`config.mk`:
```
export PLATFORM = sky130hd
export DESIGN_NAME = run_sequencer
export DESIGN_NICKNAME = d
export VERILOG_FILES = /design/src/rtl/run_seq_pkg.sv /design/src/rtl/run_sequencer_sat_counter.sv /design/src/rtl/run_sequencer.sv
export SDC_FILE = /design/constraint.sdc
export NUM_CORES = 1
export LEC_CHECK = 0
export ABC_AREA = 1
export CORE_MARGIN = 1
export CORE_UTILIZATION = 49
export DETAILED_ROUTE_END_ITERATION = 7
export PLACE_DENSITY = 0.79
export SLEW_MARGIN = 10
export SYNTH_ARGS = -nofsm -noshare
export SYNTH_HDL_FRONTEND = slang
export SYNTH_SLANG_ARGS = --single-unit
```
`constraint.sdc`:
```
create_clock -name clk -period 2 [get_ports clk]
set_clock_uncertainty 0.15 [all_clocks]
set_input_delay 0.4 -clock clk [delete_from_list [all_inputs] [get_ports clk]]
set_output_delay 0.4 -clock clk [all_outputs]
set_load 0.05 [all_outputs]
```
`src/rtl/run_seq_pkg.sv`:
```
// Shared types and constants for the run sequencer.
// No logic; pure declarations.
// Optional breakpoint support (RUN_SEQ_BREAKPOINT_EN) uses the S_PAUSE encoding.
package run_seq_pkg;

  // Sequencer states; S_PAUSE is only reachable when breakpoints are compiled in.
  typedef enum logic [2:0] {
    S_IDLE  = 3'd0,
    S_HOLD  = 3'd1,
    S_RUN   = 3'd2,
    S_DRAIN = 3'd3,
    S_DONE  = 3'd4,
    S_PAUSE = 3'd5
  } state_t;

  // Width of the core-reset hold counter; covers RST_CYC up to 15.
  localparam int HOLD_W = 4;

  // Default RUN cycle limit before a run is aborted.
  localparam logic [15:0] TIMEOUT_DEFAULT = 16'hFFFF;

endpackage

```
`src/rtl/run_sequencer_sat_counter.sv`:
```
// Saturating up-counter with synchronous clear and count enable.
// Latency: count value updates on the edge after clr/en is sampled.
// No backpressure: clr has priority over en; the count sticks at all-ones.
module sat_counter #(
  parameter int W = 8
) (
  input  logic         clk,
  input  logic         rst,
  input  logic         clr,
  input  logic         en,
  output logic [W-1:0] q
);

  logic [W-1:0] q_q;
  logic [W-1:0] q_d;

  // Next count: clear wins, otherwise count up until all-ones and hold there.
  always_comb begin
    q_d = q_q;
    if (clr) begin
      q_d = '0;
    end else if (en && (q_q != {W{1'b1}})) begin
      q_d = q_q + W'(1);
    end
  end

  // Count register with asynchronous reset to zero.
  always_ff @(posedge clk or posedge rst) begin
    if (rst) begin
      q_q <= '0;
    end else begin
      q_q <= q_d;
    end
  end

  assign q = q_q;

endmodule

```
`src/rtl/run_sequencer.sv`:
```
// Run controller: turns harness req into hold-reset / run / drain / done for the core.
// Latency: req to first core_en is 1+RST_CYC cycles; halt to done is 2 cycles.
// No backpressure; req is level-sensitive and only sampled in IDLE and DONE.
// Optional: define RUN_SEQ_BREAKPOINT_EN to add a PC breakpoint with PAUSE/resume.
module run_sequencer
  import run_seq_pkg::*;
#(
  parameter int            D       = 12,
  parameter int            CW      = 16,
  parameter int            RST_CYC = 2,
  parameter logic [CW-1:0] TIMEOUT = CW'(TIMEOUT_DEFAULT)
) (
  input  logic          clk,
  input  logic          reset,
  input  logic          req,
  input  logic          halt,
  input  logic [D-1:0]  prog_ctr,
`ifdef RUN_SEQ_BREAKPOINT_EN
  input  logic          bp_valid,
  input  logic [D-1:0]  bp_addr,
  input  logic          resume,
  output logic          paused,
`endif
  output logic          core_reset,
  output logic          core_en,
  output logic          busy,
  output logic          done,
  output logic          timeout,
  output logic [CW-1:0] cycle_cnt
);

  // Hold counter value on the last HOLD cycle, and cycle_cnt value on the last allowed RUN cycle.
  localparam logic [HOLD_W-1:0] HOLD_LAST = HOLD_W'(RST_CYC - 1);
  localparam logic [CW-1:0]     RUN_LAST  = TIMEOUT - CW'(1);

  state_t state_q, state_d;

  logic core_reset_q, core_reset_d;
  logic core_en_q,    core_en_d;
  logic busy_q,       busy_d;
  logic done_q,       done_d;
  logic timeout_q,    timeout_d;

  logic              start;
  logic              at_limit;
  logic              bp_hit;
  logic              run_cnt_en;
  logic              hold_en;
  logic [HOLD_W-1:0] hold_cnt;

  assign start    = (state_q == S_IDLE) && req;
  assign at_limit = (cycle_cnt == RUN_LAST);

`ifdef RUN_SEQ_BREAKPOINT_EN
  logic mask_q, mask_d;
  logic paused_q, paused_d;

  // A match stops the core in the same cycle so the instruction at bp_addr is not
  // executed; halt and timeout take priority, and the first cycle after resume is masked.
  assign bp_hit = (state_q == S_RUN) && bp_valid && (prog_ctr == bp_addr) &&
                  !mask_q && !halt && !at_limit;
`else
  logic unused_prog_ctr;
  assign unused_prog_ctr = ^prog_ctr;
  assign bp_hit          = 1'b0;
`endif

  assign hold_en    = (state_q == S_HOLD);
  assign run_cnt_en = (state_q == S_RUN) && !bp_hit;

  sat_counter #(.W(HOLD_W)) u_hold_cnt (
    .clk (clk),
    .rst (reset),
    .clr (start),
    .en  (hold_en),
    .q   (hold_cnt)
  );

  sat_counter #(.W(CW)) u_cycle_cnt (
    .clk (clk),
    .rst (reset),
    .clr (start),
    .en  (run_cnt_en),
    .q   (cycle_cnt)
  );

  // Next-state and timeout-flag logic; halt beats the cycle limit, which beats a breakpoint.
  always_comb begin
    state_d   = state_q;
    timeout_d = timeout_q;
    unique case (state_q)
      S_IDLE: begin
        if (req) begin
          state_d   = S_HOLD;
          timeout_d = 1'b0;
        end
      end
      S_HOLD: begin
        if (hold_cnt == HOLD_LAST) state_d = S_RUN;
      end
      S_RUN: begin
        if (halt) begin
          state_d = S_DRAIN;
        end else if (at_limit) begin
          state_d   = S_DRAIN;
          timeout_d = 1'b1;
        end else if (bp_hit) begin
          state_d = S_PAUSE;
        end
      end
      S_DRAIN: state_d = S_DONE;
      S_DONE: begin
        if (!req) state_d = S_IDLE;
      end
      S_PAUSE: begin
`ifdef RUN_SEQ_BREAKPOINT_EN
        if (resume) state_d = S_RUN;
`else
        state_d = S_IDLE;
`endif
      end
      default: state_d = S_IDLE;
    endcase
  end

  // Moore outputs decoded from the next state so they register alongside it.
  always_comb begin
    core_reset_d = (state_d == S_IDLE) || (state_d == S_HOLD);
    core_en_d    = (state_d == S_RUN);
    busy_d       = (state_d == S_HOLD) || (state_d == S_RUN) ||
                   (state_d == S_DRAIN) || (state_d == S_PAUSE);
    done_d       = (state_d == S_DONE);
  end

  // State and output registers; reset parks the core in reset with everything idle.
  always_ff @(posedge clk or posedge reset) begin
    if (reset) begin
      state_q      <= S_IDLE;
      core_reset_q <= 1'b1;
      core_en_q    <= 1'b0;
      busy_q       <= 1'b0;
      done_q       <= 1'b0;
      timeout_q    <= 1'b0;
    end else begin
      state_q      <= state_d;
      core_reset_q <= core_reset_d;
      core_en_q    <= core_en_d;
      busy_q       <= busy_d;
      done_q       <= done_d;
      timeout_q    <= timeout_d;
    end
  end

`ifdef RUN_SEQ_BREAKPOINT_EN
  // Breakpoint mask for the first RUN cycle after resume, plus the registered paused flag.
  always_comb begin
    mask_d   = (state_q == S_PAUSE) && (state_d == S_RUN);
    paused_d = (state_d == S_PAUSE);
  end

  // Breakpoint bookkeeping registers.
  always_ff @(posedge clk or posedge reset) begin
    if (reset) begin
      mask_q   <= 1'b0;
      paused_q <= 1'b0;
    end else begin
      mask_q   <= mask_d;
      paused_q <= paused_d;
    end
  end

  assign paused  = paused_q;
  assign core_en = core_en_q && !bp_hit;
`else
  assign core_en = core_en_q;
`endif

  assign core_reset = core_reset_q;
  assign busy       = busy_q;
  assign done       = done_q;
  assign timeout    = timeout_q;

endmodule

```
Word-level counts from Yosys, hierarchy flattened
Cells that the tools add are included.
{ "totals": {"out_inout_bits": 21, "input_bits": 16, "elab_cells": 53, "regBits": 28} }
{ "classes": {"muxes": 14, "n_eq_ne": 16, "add_sub_neg": 2, "reduce_logical": 13} }
{ "ops": {"columns": ["cell", "n"], "rows": [
  ["16-bit two-way mux", 2],
  ["16-bit by 1-bit adder with 16-bit output (second input constant)", 1],
  ["16-bit == test (second input constant)", 1],
  ["16-bit inequality test (second input constant)", 1],
  ["3-bit two-way mux", 5],
  ["3-bit one-hot mux with 5 select lines", 1],
  ["3-bit by 2-bit == test with 1-bit output (second input constant)", 4],
  ["3-bit == test (second input constant)", 3],
  ["4-bit two-way mux", 2],
  ["3-bit by 1-bit == test with 1-bit output (second input constant)", 2],
  ["3-bit logical NOT", 2],
  ["2-bit inequality test (second input constant)", 3],
  ["2-bit nonzero test", 3],
  ["4-bit by 1-bit adder with 4-bit output (second input constant)", 1],
  ["4-bit by 1-bit == test with 1-bit output (second input constant)", 1],
  ["1-bit logical OR", 4],
  ["4-bit inequality test (second input constant)", 1],
  ["4-bit AND reduction", 1],
  ["1-bit logical AND", 3],
  ["1-bit two-way mux", 3],
  ["1-bit one-hot mux with 2 select lines", 1]
]} }

Depth between registers and ports, before layout
Gate-level depths: netlist (run 1).
{ "logic_depth": {"ltp_word": 8, "ltp_mapped": 10, "mapped_depth_nobuf": 9} }

Hierarchy
A second synthesis (run 1) with hierarchy kept.
{ "hier_totals": {"cells_unflattened": 244, "hier_area_um2": 1732.9} }
{ "by_module_without_submodules": {"columns": ["mod", "area_per_inst_um2", "seq_area_each_um2", "instances", "cells_per_inst"], "rows": [
  ["sat_counter (u_cycle_cnt)", 1083.5, 400.4, 1, 159],
  ["run_sequencer", 425.4, 201.4, 1, 55],
  ["sat_counter (u_hold_cnt)", 224.0, 100.1, 1, 30]
]} }

Worst setup path after synthesis (run 1)
No wires, ideal clock.
{ "synth_timing": {"path_kind": "register to register", "startpoint": "reg u_cycle_cnt.q_q[1] (netlist: u_cycle_cnt.q[1])", "endpoint": "reg u_cycle_cnt.q_q[10] (netlist: u_cycle_cnt.q[10])", "slack_ns": -0.043, "stages_incl_launch_ff": 11, "setup_ns": 0.066, "arrival_ns": 1.827, "required_time_ns": 1.784, "period_less_slack_ns": 2.043, "cell_sequence": "dfrtp_1 > ha_1 > nand3_2 > inv_2 > nand2_2 > nor2_4 > nor2_4 > nor2_4 > buf_6 > nand2_1 > nand2_1"} }
{ "synth_via": {"elab_chain_len": 3, "word_cells_on_any_way": 6, "cone_classes": "add/sub (1); eq/ne (1); mux (2); reduce/logical (2)"} }
{ "synth_lines": {"columns": ["element", "line", "text"], "rows": [
  ["from (decl)", "run_sequencer_sat_counter.sv:14", "logic [W-1:0] q_q;"],
  ["from (signal assigned)", "run_sequencer_sat_counter.sv:32", "q_q <= q_d;"],
  ["16-bit by 1-bit adder with 16-bit output or 16-bit inequality test (tied branches)", "run_sequencer_sat_counter.sv:23, run_sequencer_sat_counter.sv:22", null],
  ["16-bit two-way mux or 1-bit logical AND (tied branches)", "run_sequencer_sat_counter.sv:22", "end else if (en && (q_q != {W{1'b1}})) begin"],
  ["16-bit two-way mux or 2-bit nonzero test (tied branches)", null, null]
]} }
Parallel ways exist; a longest one is shown, timed or not. The select of a mux whose other input is x is not followed.
A chain may end at the register's enable or synchronous reset.

Final worst setup path (run 1)
{ "layout_timing": {"startpoint": "reg u_cycle_cnt.q_q[1] (netlist: u_cycle_cnt.q[1])", "endpoint": "reg u_cycle_cnt.q_q[8] (netlist: u_cycle_cnt.q[8])"} }
The elaborated chain is that of the path after synthesis.

==> results.json, run 1 <==
{
  "root_buffer": "clkbuf_4",
  "fin_nets": 260,
  "netlist_area_um2": 1590,
  "critPathArrivalTime_ns": 1.96,
  "power_frac_clock": 0.176,
  "cap_violations": 0,
  "coreArea_um2": 3050,
  "diodes": 0,
  "rsz0062_at_grt": "no",
  "outcome": "finished clean",
  "critical_path_buf_inv_count": 2,
  "vias": 1426,
  "crit_chain": "ha_1 -> nand3_2 -> inv_2 -> nand2_2 -> nor2_4 -> nor2_4 -> nor2_4 -> buf_4 -> nand2_1 -> nand2_1",
  "die_area_um2": 3470,
  "comb_power_share": 0.459,
  "drv_slew": 0,
  "internal_power_uw": 1220,
  "worstReg2RegStart": "u_cycle_cnt.q[1]",
  "hpwl_um": 2430,
  "final_cell_mix": "nand2_1 (63), buf_4 (27), nor2_1 (26), dfrtp_1 (26), inv_1 (20)",
  "cts_max_level": 1,
  "worstSkewPairLatency_ns": 0.34,
  "syn_area_per_cell_um2": 7.66,
  "worstRegToRegCells": 10,
  "fin_crit_sh": 0.907,
  "cts_tree": "yes",
  "slew_headroom": 0.767,
  "yosys_warnings": 0,
  "max_freq_ghz": 0.551,
  "clk_pin_slew_worst_paths_ns": 0.16,
  "die_w_um": 58.9,
  "swShare": 0.436,
  "area_growth_pct": 21.7,
  "rows": 20,
  "synth_area_leader_cell": "dfrtp_1",
  "design_area_um2": 1930,
  "ir_worst_vdd_mv": 0.738,
  "die_h_um": 58.9,
  "grt_pass1_wl_um": 5490,
  "hold_viol": 0,
  "post-route-min-period_ns": 1.81,
  "drive_gt1_frac": 0.184,
  "synth.area.top_cells": "dfrtp_1 (43%), nand2_1 (15%), nor2_1 (6.2%)",
  "hold_buffers": 0,
  "postPlaceCellArea_um2": 1850,
  "setup_violations": 0,
  "io_pins": 37,
  "path_class": "flop to flop",
  "critPathTopFamily": "simple AND/OR/NAND/NOR gates",
  "cp.required_ns": 2.15,
  "via_per_inst": 5.04,
  "grt_pass1_vias": 1250,
  "seqPwrFrac": 0.365,
  "r2r_end": "u_cycle_cnt.q[8]",
  "end_kind": "flop",
  "grt_max_degree": 29,
  "start_util": 0.520,
  "hold_path.class": "primary input to asynchronous set/reset pin",
  "gp_congestion": 0.874,
  "cts_sinks": 28,
  "ys_seq_area_frac": 0.442,
  "cts_max_path_buffers": 2,
  "ant_nets": 0,
  "p_leak_uw": 0.000951,
  "wl_per_cell_um": 12.0,
  "crit_slowest_cell": "dfrtp_2",
  "rrSetupSlack_ns": 0.19,
  "p_per_area_nw_per_um2": 1120,
  "critPathMaxStageDelay_ns": 0.44,
  "antenna_found_initial": 0,
  "io_buffers": 24,
  "grt_overflow": 0,
  "mostFrequentLayoutCell": "nand2_1",
  "cp_common_cell": "nor2_4",
  "route.detailed.drc": 0,
  "syn-num-nets": 227,
  "p_switching_uw": 942,
  "ys_types": 21,
  "drt_iter0_markers": 48,
  "synth-seq-cells": 28,
  "drt_pass1_iterations": 4,
  "drt-total-wl_um": 3400,
  "track_usage": 0.211,
  "cts_buffers": 3,
  "tightest_slew_ns": 0.349,
  "cp_max_fo": 6,
  "syn_inst": 207,
  "synth_top_area_frac": 0.426,
  "fin_tns_setup_ns": 0,
  "startpoint_type": "flop"
}
routing by layer:
layer  vias to the layer above  global-route usage  share of wire
met5                         -                   0              0
met4                         0              0.0714          0.013
met3                         5              0.0198          0.023
met2                        19               0.352           0.48
met1                       669               0.287           0.48
li1                        733                   -              -
worst max path at each step:
stage / to / start / cells past startpoint
after floorplan: u_cycle_cnt.q[10] / u_cycle_cnt.q[0] / 10
after global placement: u_cycle_cnt.q[3] / u_cycle_cnt.q[1] / 7
after detailed placement: u_cycle_cnt.q[0] / u_cycle_cnt.q[1] / 7
after CTS: u_cycle_cnt.q[3] / u_cycle_cnt.q[1] / 7
after global routing: u_cycle_cnt.q[15] / u_cycle_cnt.q[1] / 10
final: u_cycle_cnt.q[8] / u_cycle_cnt.q[1] / 10
synthesized netlist by cell type:
cell type   n
nor2_1     26
a21oi_1     4
o21ai_0     3
inv_1      20
nand2_2     1
buf_6       1
inv_2       2
xor2_1      9
o21ai_1     5
nor2_2      1
o22ai_1     3
dfstp_2     1
nor2_4      4
nand3_2     1
buf_2       2
nand3_1    16
o21bai_1    3
nand2_1    63
nand4_1    11
dfrtp_1    27
ha_1        4
area by class of cell:
cell class / count / area (um^2)
Clock inverter: 1 / 30.0
Sequential cell: 28 / 703
Timing Repair Buffer: 31 / 253
Clock buffer: 3 / 22.5
Multi-Input combinational cell: 154 / 785
Fill cell: 280 / 1120
Tap cell: 44 / 55.1
Inverter: 22 / 82.6
cells by family (layout without fill, tap and decap cells):
kind of cell    Yosys count  after routing  synth area share
xor+xnor                  9              9            0.0497
fa+ha+maj                 4              4            0.0315
simple gates            123            123             0.347
compound gates           18             18            0.0639
buf+inv                  25             57            0.0655
flops                    28             28             0.442
tightest hold or removal path: stages:
cell and delay [ns]:
clkdlybuf4s50_1 0.39, inv_1 0.05, buf_4 0.32
registers in the layout, indices dropped and copies added, names as in the netlist:
| name | count |
|---|---|
| busy | 1 |
| done | 1 |
| state_q | 3 |
| u_cycle_cnt.q | 16 |
| u_hold_cnt.q | 4 |
| core_en | 1 |
| core_reset | 1 |
| timeout | 1 |
power groups by stage:
stage | Combinational (uW) | Clock [uW] | Sequential [uW]
global placement | 902 | 0 | 797
finish | 992 | 380 | 789
detailed placement | 922 | 0 | 799
CTS | 927 | 386 | 787
global route | 1080 | 409 | 803
floorplan | 451 | 0 | 1020
stage by stage:
| step | worst slack [ns] | hold slack (ns) | util | instances | total power (uW) |
|---|---|---|---|---|---|
| 2_1_floorplan | 0.00324 | 0.315 | - | 207 | 1470 |
| 3_3_place_gp | 0.183 | 0.353 | 0.605 | 277 | 1700 |
| 3_5_place_dp | 0.170 | 0.338 | 0.605 | 277 | 1720 |
| 4_1_cts | 0.122 | 0.267 | 0.622 | 281 | 2100 |
| 5_1_grt | 0.0709 | 0.296 | 0.632 | 283 | 2290 |
| 6_report | 0.187 | 0.253 | 0.632 | 283 | 2160 |
repair_timing:
| action | in CTS | in global routing |
|---|---|---|
| gates resized for setup | 0 | 1 |
| setup endpoints to repair | 0 | 2 |
| setup buffers | 0 | 2 |
No activity file was read; power rests on OpenSTA's default activity.
==> run 2: changes to the inputs <==
ABC_CLOCK_PERIOD_IN_PS = 2000   (was default)
==> results of run 2 <==
No change in the layout: final DEF, timing and power equal those of run 1.
